### src/rtl/calc_disp_pkg.sv
// Shared constants for the calculator seven-segment display path:
// active-low segment patterns ({g,f,e,d,c,b,a}) and default scan timing.
package calc_disp_pkg;

    localparam int DEF_REFRESH_DIV  = 100000;
    localparam int DEF_GUARD_CYCLES = 4;

    localparam logic [6:0] SEG_0   = 7'h40;
    localparam logic [6:0] SEG_1   = 7'h79;
    localparam logic [6:0] SEG_2   = 7'h24;
    localparam logic [6:0] SEG_3   = 7'h30;
    localparam logic [6:0] SEG_4   = 7'h19;
    localparam logic [6:0] SEG_5   = 7'h12;
    localparam logic [6:0] SEG_6   = 7'h02;
    localparam logic [6:0] SEG_7   = 7'h78;
    localparam logic [6:0] SEG_8   = 7'h00;
    localparam logic [6:0] SEG_9   = 7'h10;
    localparam logic [6:0] SEG_A   = 7'h08;
    localparam logic [6:0] SEG_B   = 7'h03;
    localparam logic [6:0] SEG_C   = 7'h46;
    localparam logic [6:0] SEG_D   = 7'h21;
    localparam logic [6:0] SEG_E   = 7'h06;
    localparam logic [6:0] SEG_F   = 7'h0E;
    localparam logic [6:0] SEG_OFF = 7'h7F;

endpackage

### src/rtl/hex_to_7seg.sv
// Combinational hex nibble to active-low seven-segment decoder.
module hex_to_7seg
    import calc_disp_pkg::*;
(
    input  logic [3:0] nib,
    output logic [6:0] seg
);

    // Table lookup of the segment pattern for one hex digit.
    always_comb begin
        seg = SEG_OFF;
        case (nib)
            4'h0: seg = SEG_0;
            4'h1: seg = SEG_1;
            4'h2: seg = SEG_2;
            4'h3: seg = SEG_3;
            4'h4: seg = SEG_4;
            4'h5: seg = SEG_5;
            4'h6: seg = SEG_6;
            4'h7: seg = SEG_7;
            4'h8: seg = SEG_8;
            4'h9: seg = SEG_9;
            4'hA: seg = SEG_A;
            4'hB: seg = SEG_B;
            4'hC: seg = SEG_C;
            4'hD: seg = SEG_D;
            4'hE: seg = SEG_E;
            4'hF: seg = SEG_F;
            default: seg = SEG_OFF;
        endcase
    end

endmodule

### src/rtl/calc_sevenseg_disp.sv
// Time-multiplexed hex display of the calculator accumulator on a
// common-anode 4-digit seven-segment module.
//
// Scan FSM (state = digit index dig_q):
//   state       | meaning
//   0           | slot for LS nibble, anode bit 0
//   1..N-2      | slot for intermediate nibbles
//   N-1         | slot for MS nibble; its last cycle is the frame boundary
//
// Each slot lasts REFRESH_DIV cycles, timed by a down-counter that reloads
// at terminal count. The first GUARD_CYCLES of each slot keep all anodes
// off so the previous digit's segments never ghost onto the next anode.
// The value is captured once per frame so a digit update never tears.
module calc_sevenseg_disp
    import calc_disp_pkg::*;
#(
    parameter int DATA_W       = 16,
    parameter int NUM_DIGITS   = 4,
    parameter int REFRESH_DIV  = DEF_REFRESH_DIV,
    parameter int GUARD_CYCLES = DEF_GUARD_CYCLES
) (
    input  logic                  clk,
    input  logic                  resetn,
    input  logic [DATA_W-1:0]     value,
    input  logic                  lz_en,
    input  logic                  blank,
    input  logic [NUM_DIGITS-1:0] dp_mask,
    output logic [NUM_DIGITS-1:0] an,
    output logic [6:0]            seg,
    output logic                  dp_n,
    output logic                  frame_tick
);

    localparam int DW = (NUM_DIGITS > 1) ? $clog2(NUM_DIGITS) : 1;
    localparam int CW = (REFRESH_DIV > 1) ? $clog2(REFRESH_DIV) : 1;

    // Counter runs REFRESH_DIV-1 down to 0, so elapsed slot time p = CNT_TOP - cnt.
    // p < GUARD_CYCLES is therefore cnt > GUARD_LIM.
    localparam logic [CW-1:0] CNT_TOP   = CW'(REFRESH_DIV - 1);
    localparam logic [CW-1:0] GUARD_LIM = CW'(REFRESH_DIV - 1 - GUARD_CYCLES);
    localparam logic [DW-1:0] D_LAST    = DW'(NUM_DIGITS - 1);

    if (DATA_W != 4 * NUM_DIGITS) begin : g_bad_width
        $fatal(1, "calc_sevenseg_disp: DATA_W must equal 4*NUM_DIGITS");
    end
    if (REFRESH_DIV < GUARD_CYCLES + 2) begin : g_bad_div
        $fatal(1, "calc_sevenseg_disp: REFRESH_DIV must be >= GUARD_CYCLES+2");
    end

    logic [CW-1:0]         cnt_q, cnt_nxt;
    logic [DW-1:0]         dig_q, dig_nxt;
    logic                  slot_end, frame_end, in_guard;
    logic [DATA_W-1:0]     snapshot_q;
    logic                  frame_tick_q;
    logic [NUM_DIGITS-1:0] upper_zero;
    logic                  zero_run;
    logic                  lz_blank;
    logic [3:0]            nib;
    logic [6:0]            seg_dig;
    logic [NUM_DIGITS-1:0] an_q, an_nxt;
    logic [6:0]            seg_q, seg_nxt;
    logic                  dp_n_q, dp_n_nxt;

    // Slot timer and digit-index state register.
    always_ff @(posedge clk or negedge resetn) begin
        if (!resetn) begin
            cnt_q <= CNT_TOP;
            dig_q <= '0;
        end else begin
            cnt_q <= cnt_nxt;
            dig_q <= dig_nxt;
        end
    end

    // Next slot/digit: advance the digit when the slot timer hits terminal count.
    always_comb begin
        slot_end  = (cnt_q == '0);
        frame_end = slot_end && (dig_q == D_LAST);
        in_guard  = (cnt_q > GUARD_LIM);
        cnt_nxt   = cnt_q - 1'b1;
        dig_nxt   = dig_q;
        if (slot_end) begin
            cnt_nxt = CNT_TOP;
            dig_nxt = (dig_q == D_LAST) ? '0 : dig_q + 1'b1;
        end
    end

    // Capture the value at the frame boundary and flag the new frame.
    always_ff @(posedge clk or negedge resetn) begin
        if (!resetn) begin
            snapshot_q   <= '0;
            frame_tick_q <= 1'b0;
        end else begin
            frame_tick_q <= frame_end;
            if (frame_end) begin
                snapshot_q <= value;
            end
        end
    end

    // upper_zero[i] is set when nibbles i..NUM_DIGITS-1 of the snapshot are all zero.
    always_comb begin
        upper_zero = '0;
        zero_run   = 1'b1;
        for (int i = NUM_DIGITS - 1; i >= 0; i--) begin
            zero_run      = zero_run && (snapshot_q[4*i +: 4] == 4'h0);
            upper_zero[i] = zero_run;
        end
    end

    assign lz_blank = lz_en && (dig_q != '0) && upper_zero[dig_q];
    assign nib      = snapshot_q[4*dig_q +: 4];

    hex_to_7seg u_hex (
        .nib (nib),
        .seg (seg_dig)
    );

    // Drive pattern for the current slot; any blanking reason forces all-off.
    always_comb begin
        an_nxt   = '1;
        seg_nxt  = SEG_OFF;
        dp_n_nxt = 1'b1;
        if (!(blank || in_guard || lz_blank)) begin
            an_nxt[dig_q] = 1'b0;
            seg_nxt       = seg_dig;
            dp_n_nxt      = ~dp_mask[dig_q];
        end
    end

    // Registered pad drivers, one cycle behind the scan state.
    always_ff @(posedge clk or negedge resetn) begin
        if (!resetn) begin
            an_q   <= '1;
            seg_q  <= SEG_OFF;
            dp_n_q <= 1'b1;
        end else begin
            an_q   <= an_nxt;
            seg_q  <= seg_nxt;
            dp_n_q <= dp_n_nxt;
        end
    end

    assign an         = an_q;
    assign seg        = seg_q;
    assign dp_n       = dp_n_q;
    assign frame_tick = frame_tick_q;

endmodule

### config.mk
export PLATFORM = sky130hd
export DESIGN_NAME = calc_sevenseg_disp
export DESIGN_NICKNAME = d
export VERILOG_FILES = /design/src/rtl/calc_disp_pkg.sv /design/src/rtl/hex_to_7seg.sv /design/src/rtl/calc_sevenseg_disp.sv
export SDC_FILE = /design/constraint.sdc
export NUM_CORES = 1
export LEC_CHECK = 0
export BUFFER_PORTS_ARGS = -buffer_cell sky130_fd_sc_hd__buf_2
export CORE_UTILIZATION = 34
export DETAILED_ROUTE_END_ITERATION = 6
export HOLD_SLACK_MARGIN = 0.12
export SYNTH_ARGS = -nofsm -noshare
export SYNTH_HDL_FRONTEND = slang
export SYNTH_SLANG_ARGS = --single-unit
### constraint.sdc
create_clock -name clk -period 3 [get_ports clk]
set_input_delay 0.3 -clock clk [delete_from_list [all_inputs] [get_ports clk]]
set_output_delay 0.3 -clock clk [all_outputs]
set_load 0.01 [all_outputs]
# [Word-level counts from Yosys, hierarchy flattened]
# Memories as Yosys holds them, arrays and structs flattened.
# Index checks and enable logic that the tools add are counted.
[word_totals] output_inout_bits=13 mem_count=1 ram_bits=0 romBits=112 latchBits=0 inputBits=24 reg_bits=48 wordCells=43
[op_classes] n_addsub=2 eq_ne=1 mul=0 bitwise=2 mux=11 div_mod_pow=0 reduce_logical=15 shift=1 n_lt_le_gt_ge=3
[memory_table] name="(name not given)" depth=16 word_bits=7 read_ports=1 rd_ports_with_merged_regs=0 write_ports=0 line_no="hex_to_7seg.sv:12" text="case (nib)"
[op_table] op="17-bit > comparator, second input constant" count=1
[op_table] op="17-bit zero test" count=1
[op_table] op="17-bit 2-to-1 mux" count=1
[op_table] op="17-bit by 1-bit subtractor with 17-bit output, second input constant" count=1
[op_table] op="4-bit zero test" count=4
[op_table] op="16-bit by 5-bit indexed part select with 4-bit output" count=1
[op_table] op="1-bit logical AND" count=7
[op_table] op="7-bit 2-to-1 mux" count=1
[op_table] op="1-bit binary-select mux with 2-bit select" count=2
[op_table] op="1-bit 2-to-1 mux" count=4
[op_table] op="4-bit 2-to-1 mux" count=1
[op_table] op="4-bit NOT" count=1
[op_table] op="2-bit by 3-bit < comparator with 1-bit output, second input constant" count=1
[op_table] op="2-bit by 1-bit adder with 2-bit output, second input constant" count=1
[op_table] op="1-bit demux with 2-bit select" count=1
[op_table] op="2-bit == test, second input constant" count=1
[op_table] op="2-bit by 1-bit >= comparator with 1-bit output, second input constant" count=1
[op_table] op="1-bit logical OR" count=2
[op_table] op="2-bit 2-to-1 mux" count=1
[op_table] op="2-bit nonzero test" count=1
[op_table] op="1-bit NOT" count=1

# [Depth between registers and ports, before layout]
[logic_depth] depth_word=9 mapped_depth=8 ltp_nobuf=7

# [Modules after synthesis]
# Synthesis repeated with hierarchy kept, for this count alone.
[hier_totals] cells_unflattened=233 area_unflattened_um2=2675.1
[by_module_without_submodules] module="calc_sevenseg_disp" area_per_inst_um2=2399.8 instances=1 cells_per_inst=201
[by_module_without_submodules] module="hex_to_7seg" area_per_inst_um2=275.3 instances=1 cells_per_inst=32

# [Worst setup path before layout]
# No wires, ideal clock.
[synth_timing] path_type="flip-flop to flip-flop" startpoint="register cnt_q[13]" endpoint="register snapshot_q[10]" slack_ps=829 required_ps=2875 setup_time_ps=125 path_buffers=2 arrival_time_ps=2046 synth_period_minus_slack_ps=2171 stages_incl_launch_ff=8 cell_sequence="dfrtp_1 > or4_1 > buf_2 > nor4b_4 > and4_4 > nand2_4 > buf_6 > mux2_4"
[synth_via] elab_chain_len=2
[synth_lines] item="from (decl)" line_no="calc_sevenseg_disp.sv:50" text="logic [CW-1:0] cnt_q, cnt_nxt;"
[synth_lines] item="from (signal assigned)" line_no="calc_sevenseg_disp.sv:70" text="cnt_q <= cnt_nxt;"
[synth_lines] item="17-bit zero test" line_no="calc_sevenseg_disp.sv:77" text="slot_end = (cnt_q == '0);"
[synth_lines] item="1-bit logical AND" line_no="calc_sevenseg_disp.sv:78" text="frame_end = slot_end && (dig_q == D_LAST);"
[synth_lines] item="to (signal assigned)" line_no="calc_sevenseg_disp.sv:96" text="snapshot_q <= value;"
[synth_lines] item="to (decl)" line_no="calc_sevenseg_disp.sv:53" text="logic [DATA_W-1:0] snapshot_q;"
# Every way passes these cells.
# A chain may end at the register's enable or synchronous reset.

# [Final worst setup path]
[layout_timing] startpoint="register cnt_q[13]" endpoint="register snapshot_q[13]"
# The elaborated chain is that of the path after synthesis.

==> results.txt <==
CP arrival = 2580 ps
Place WS = 634 ps
syn avg cell area = 11.9 sq um
setup TNS = 0 ps
Max Fanout on Critical Path = 17
CP startpoint = cnt_q[13]$_DFF_PN0_
Total GRT Usage = 0.133
Clock transition at path regs = 90 ps
residual DRC count = 0
Area growth syn-to-layout = 15.6%
filler instances = 658
Tot Pwr = 0.00124 W
Internal Power = 0.000969 W
worst endpoint required time = 3200 ps
Seq/Total Area, Yosys = 0.494
Syn Nets = 247
worst skew pair latency = 300 ps
Max Clock Skew = 9.97 ps
Pleak = 1.27 nW
FF+latch count, synth = 48
Multi-input gate area = 1180 sq um
synthesis warning total = 0
layout cell share with drive strength beyond 1 = 0.387
Mapped Cells = 210
initial antenna violation count = 0
port buffer count = 36
DRT Pass-1 Iters = 4
Top Ports = 37
pin count of the biggest net entering global routing = 49
Core Region = 6940 sq um
Setup crit start kind = register
Slew Limit Headroom = 0.312
R2R Setup Slk = 620 ps
Final ANT Viol Nets = 0
peak supply drop = 0.185 mV
crit path capture = snapshot_q[13]$_DFFE_PN0P_
Root Driver = clkbuf_8
final hold vios = 0
Post-Synthesis Cell Area = 2490 sq um
Slew Limit Fails = 0
FF-to-FF Start = cnt_q[13]$_DFF_PN0_
final instance area = 2880 sq um
postcts setup bufs = 0
fin crit period = 2380 ps
Max Fclk = 0.420 GHz
DRT iter0 DRCs = 72
Switching Fraction = 0.222
Max Cap Viol = 0
Die ar. = 7670 sq um
WS Path Type = reg2reg
post-CTS resize count = 0
worst path bufs/invs = 0
Comb pwr share = 0.077
Die W = 87.6 microns
first-pass GRT wire length = 7730 microns
Worst Tran Pin Value = 1030 ps
Sink Count = 48
Tcrit/Tclk final = 0.793
Clock Path Buffers = 2
CTS tree = yes
Hold WS = 175 ps
switching power total = 0.000276 W
Netlist cell types = 38
DIE HEIGHT = 87.6 microns
Worst Hold Class = in2async
r2r endpoint = snapshot_q[13]$_DFFE_PN0P_
Reg2Reg Depth = 5
CP max-delay cell = or4_1
Starting Density = 0.358
# rows = 30
status = complete, no violations
Routability Congestion = 0.762
hold_buf cts = 0
Register Area = 1230 sq um
placed cell areas = 2770 sq um
Layout Nets = 284
vias in the first global route = 1,628
Crit. End Element = register
setup ws final = 621 ps
crit path cell chain = or4_1 > nor4b_4 > and4_4 > nand2_4 > mux2_4
Clk pwr share = 0.372
H-tree depth = 2
Num CTS Buffers = 5
n_diodes = 0
Crit path max-delay family = simple AND/OR/NAND/NOR gates
Worst path depth = 5
Worst path max stage delay = 690 ps
part of the power in registers = 0.551
post-DR wirelength/cell = 13.6 microns
post-DR vias/cell = 4.92
Pwr Density = 432 nW/um^2
GRT overflow = 0
unrepaired setup endpoints after global routing = false
routed vias = 1,692
HPWL Detailed = 3490 microns
Finish-stage setup viols = 0
final WL = 4680 microns
through the flow:
stage	std cells	utilization
3_3_place_gp	336	0.398
4_1_cts	344	0.414
5_1_grt	344	0.414
2_1_floorplan	210	-
3_5_place_dp	336	0.398
6_report	344	0.414
layout make-up:
class / count / share of cell area
clock buffers: 5 / 0.0239
clock inverters: 3 / 0.0148
inverters: 8 / 0.0104
multi-input cells: 145 / 0.412
flip-flops and latches: 48 / 0.427
well taps: 96 / 0.0417
repair buffers: 39 / 0.0704
synthesized netlist by cell type, drive strengths merged:
cell type / count / share of area
a2111oi: 1 / 0.0035
a211oi: 2 / 0.0080
a21oi: 3 / 0.0060
a311o: 1 / 0.0040
a32oi: 1 / 0.0035
and4: 1 / 0.0045
buf: 4 / 0.011
clkbuf: 5 / 0.0075
dfrtp: 26 / 0.26
dfstp: 22 / 0.23
ha: 13 / 0.065
inv: 8 / 0.012
mux2: 18 / 0.095
mux2i: 2 / 0.0080
mux4: 5 / 0.045
nand2: 25 / 0.041
nand2b: 4 / 0.010
nand3: 4 / 0.0080
nand3b: 2 / 0.0060
nand4: 4 / 0.010
nand4b: 2 / 0.0070
nor2: 10 / 0.015
nor3: 7 / 0.014
nor4: 8 / 0.020
nor4b: 1 / 0.0096
o211ai: 3 / 0.0090
o21ai: 6 / 0.012
o221ai: 2 / 0.0070
o22ai: 1 / 0.0025
or2: 1 / 0.0025
or3: 4 / 0.010
or4: 1 / 0.0030
xnor2: 7 / 0.025
xor2: 6 / 0.021
layer usage:
metal / vias up / track usage / routed length [microns]
met2: 43 / 0.204 / 2090
met5: - / 0 / 0
met4: 0 / 0.0537 / 70
li1: 821 / - / -
met1: 824 / 0.183 / 2330
met3: 4 / 0.0283 / 190
sequential cells by signal (all words and copies together), names as in the netlist:
register    flops
an              4
snapshot_q     16
seg             7
cnt_q          17
frame_tick      1
dig_q           2
dp_n            1
how the worst min path moves through the flow:
stage,start,to,depth (start not counted)
finish,resetn,cnt_q[8]$_DFF_PN0_,1
global route,value[7],snapshot_q[7]$_DFFE_PN0P_,2
CTS,resetn,snapshot_q[9]$_DFFE_PN0P_,1
detailed placement,cnt_q[0]$_DFF_PN1_,cnt_q[0]$_DFF_PN1_,1
global placement,cnt_q[0]$_DFF_PN1_,cnt_q[0]$_DFF_PN1_,1
floorplan,resetn,cnt_q[11]$_DFF_PN0_,0
cells in the final DEF (no fill, tap or decap), drive strengths merged:
cell	netlist	layout
o22ai	1	1
o21ai	6	6
clkbuf	5	5
a32oi	1	1
nor2	10	10
buf	4	39
ha	13	13
or4	1	1
mux2	18	18
o211ai	3	3
a311o	1	1
nand2	25	25
bufinv	0	1
nand4b	2	2
nor4b	1	1
inv	8	8
and4	1	1
a21oi	3	3
o221ai	2	2
nand2b	4	4
mux2i	2	2
nand4	4	4
or3	4	4
mux4	5	5
nor4	8	8
nor3	7	7
nand3	4	4
xnor2	7	7
a2111oi	1	1
xor2	6	6
dfstp	22	22
nand3b	2	2
or2	1	1
clkinv	0	2
a211oi	2	2
dfrtp	26	26
power groups by stage:
stage	combinational (W)	clock [W]	sequential, W
finish	0.0000959	0.000463	0.000686
global route	0.000108	0.000502	0.000688
CTS	0.0000982	0.000481	0.000686
detailed placement	0.0000979	0	0.000698
global placement	0.0000966	0	0.000696
floorplan	0.0000484	0	0.000699
cell families (layout without fill, tap and decap cells):
family          Yosys count  count (layout)  share of synthesized area
mux                      25              25                      0.148
buf+inv                  17              55                     0.0302
xor+xnor                 13              13                     0.0458
fa+ha+maj                13              13                     0.0654
simple gates             74              74                      0.161
flops                    48              48                      0.494
compound gates           20              20                     0.0558
worst reg2reg max path: cells and delay by family (launching register included):
kind	cells	cell delay, ps
flip-flops	1	400
multiplexers	1	350
AND/OR/NAND/NOR	4	1520
Note: power is estimated with default switching activity, not from simulation.
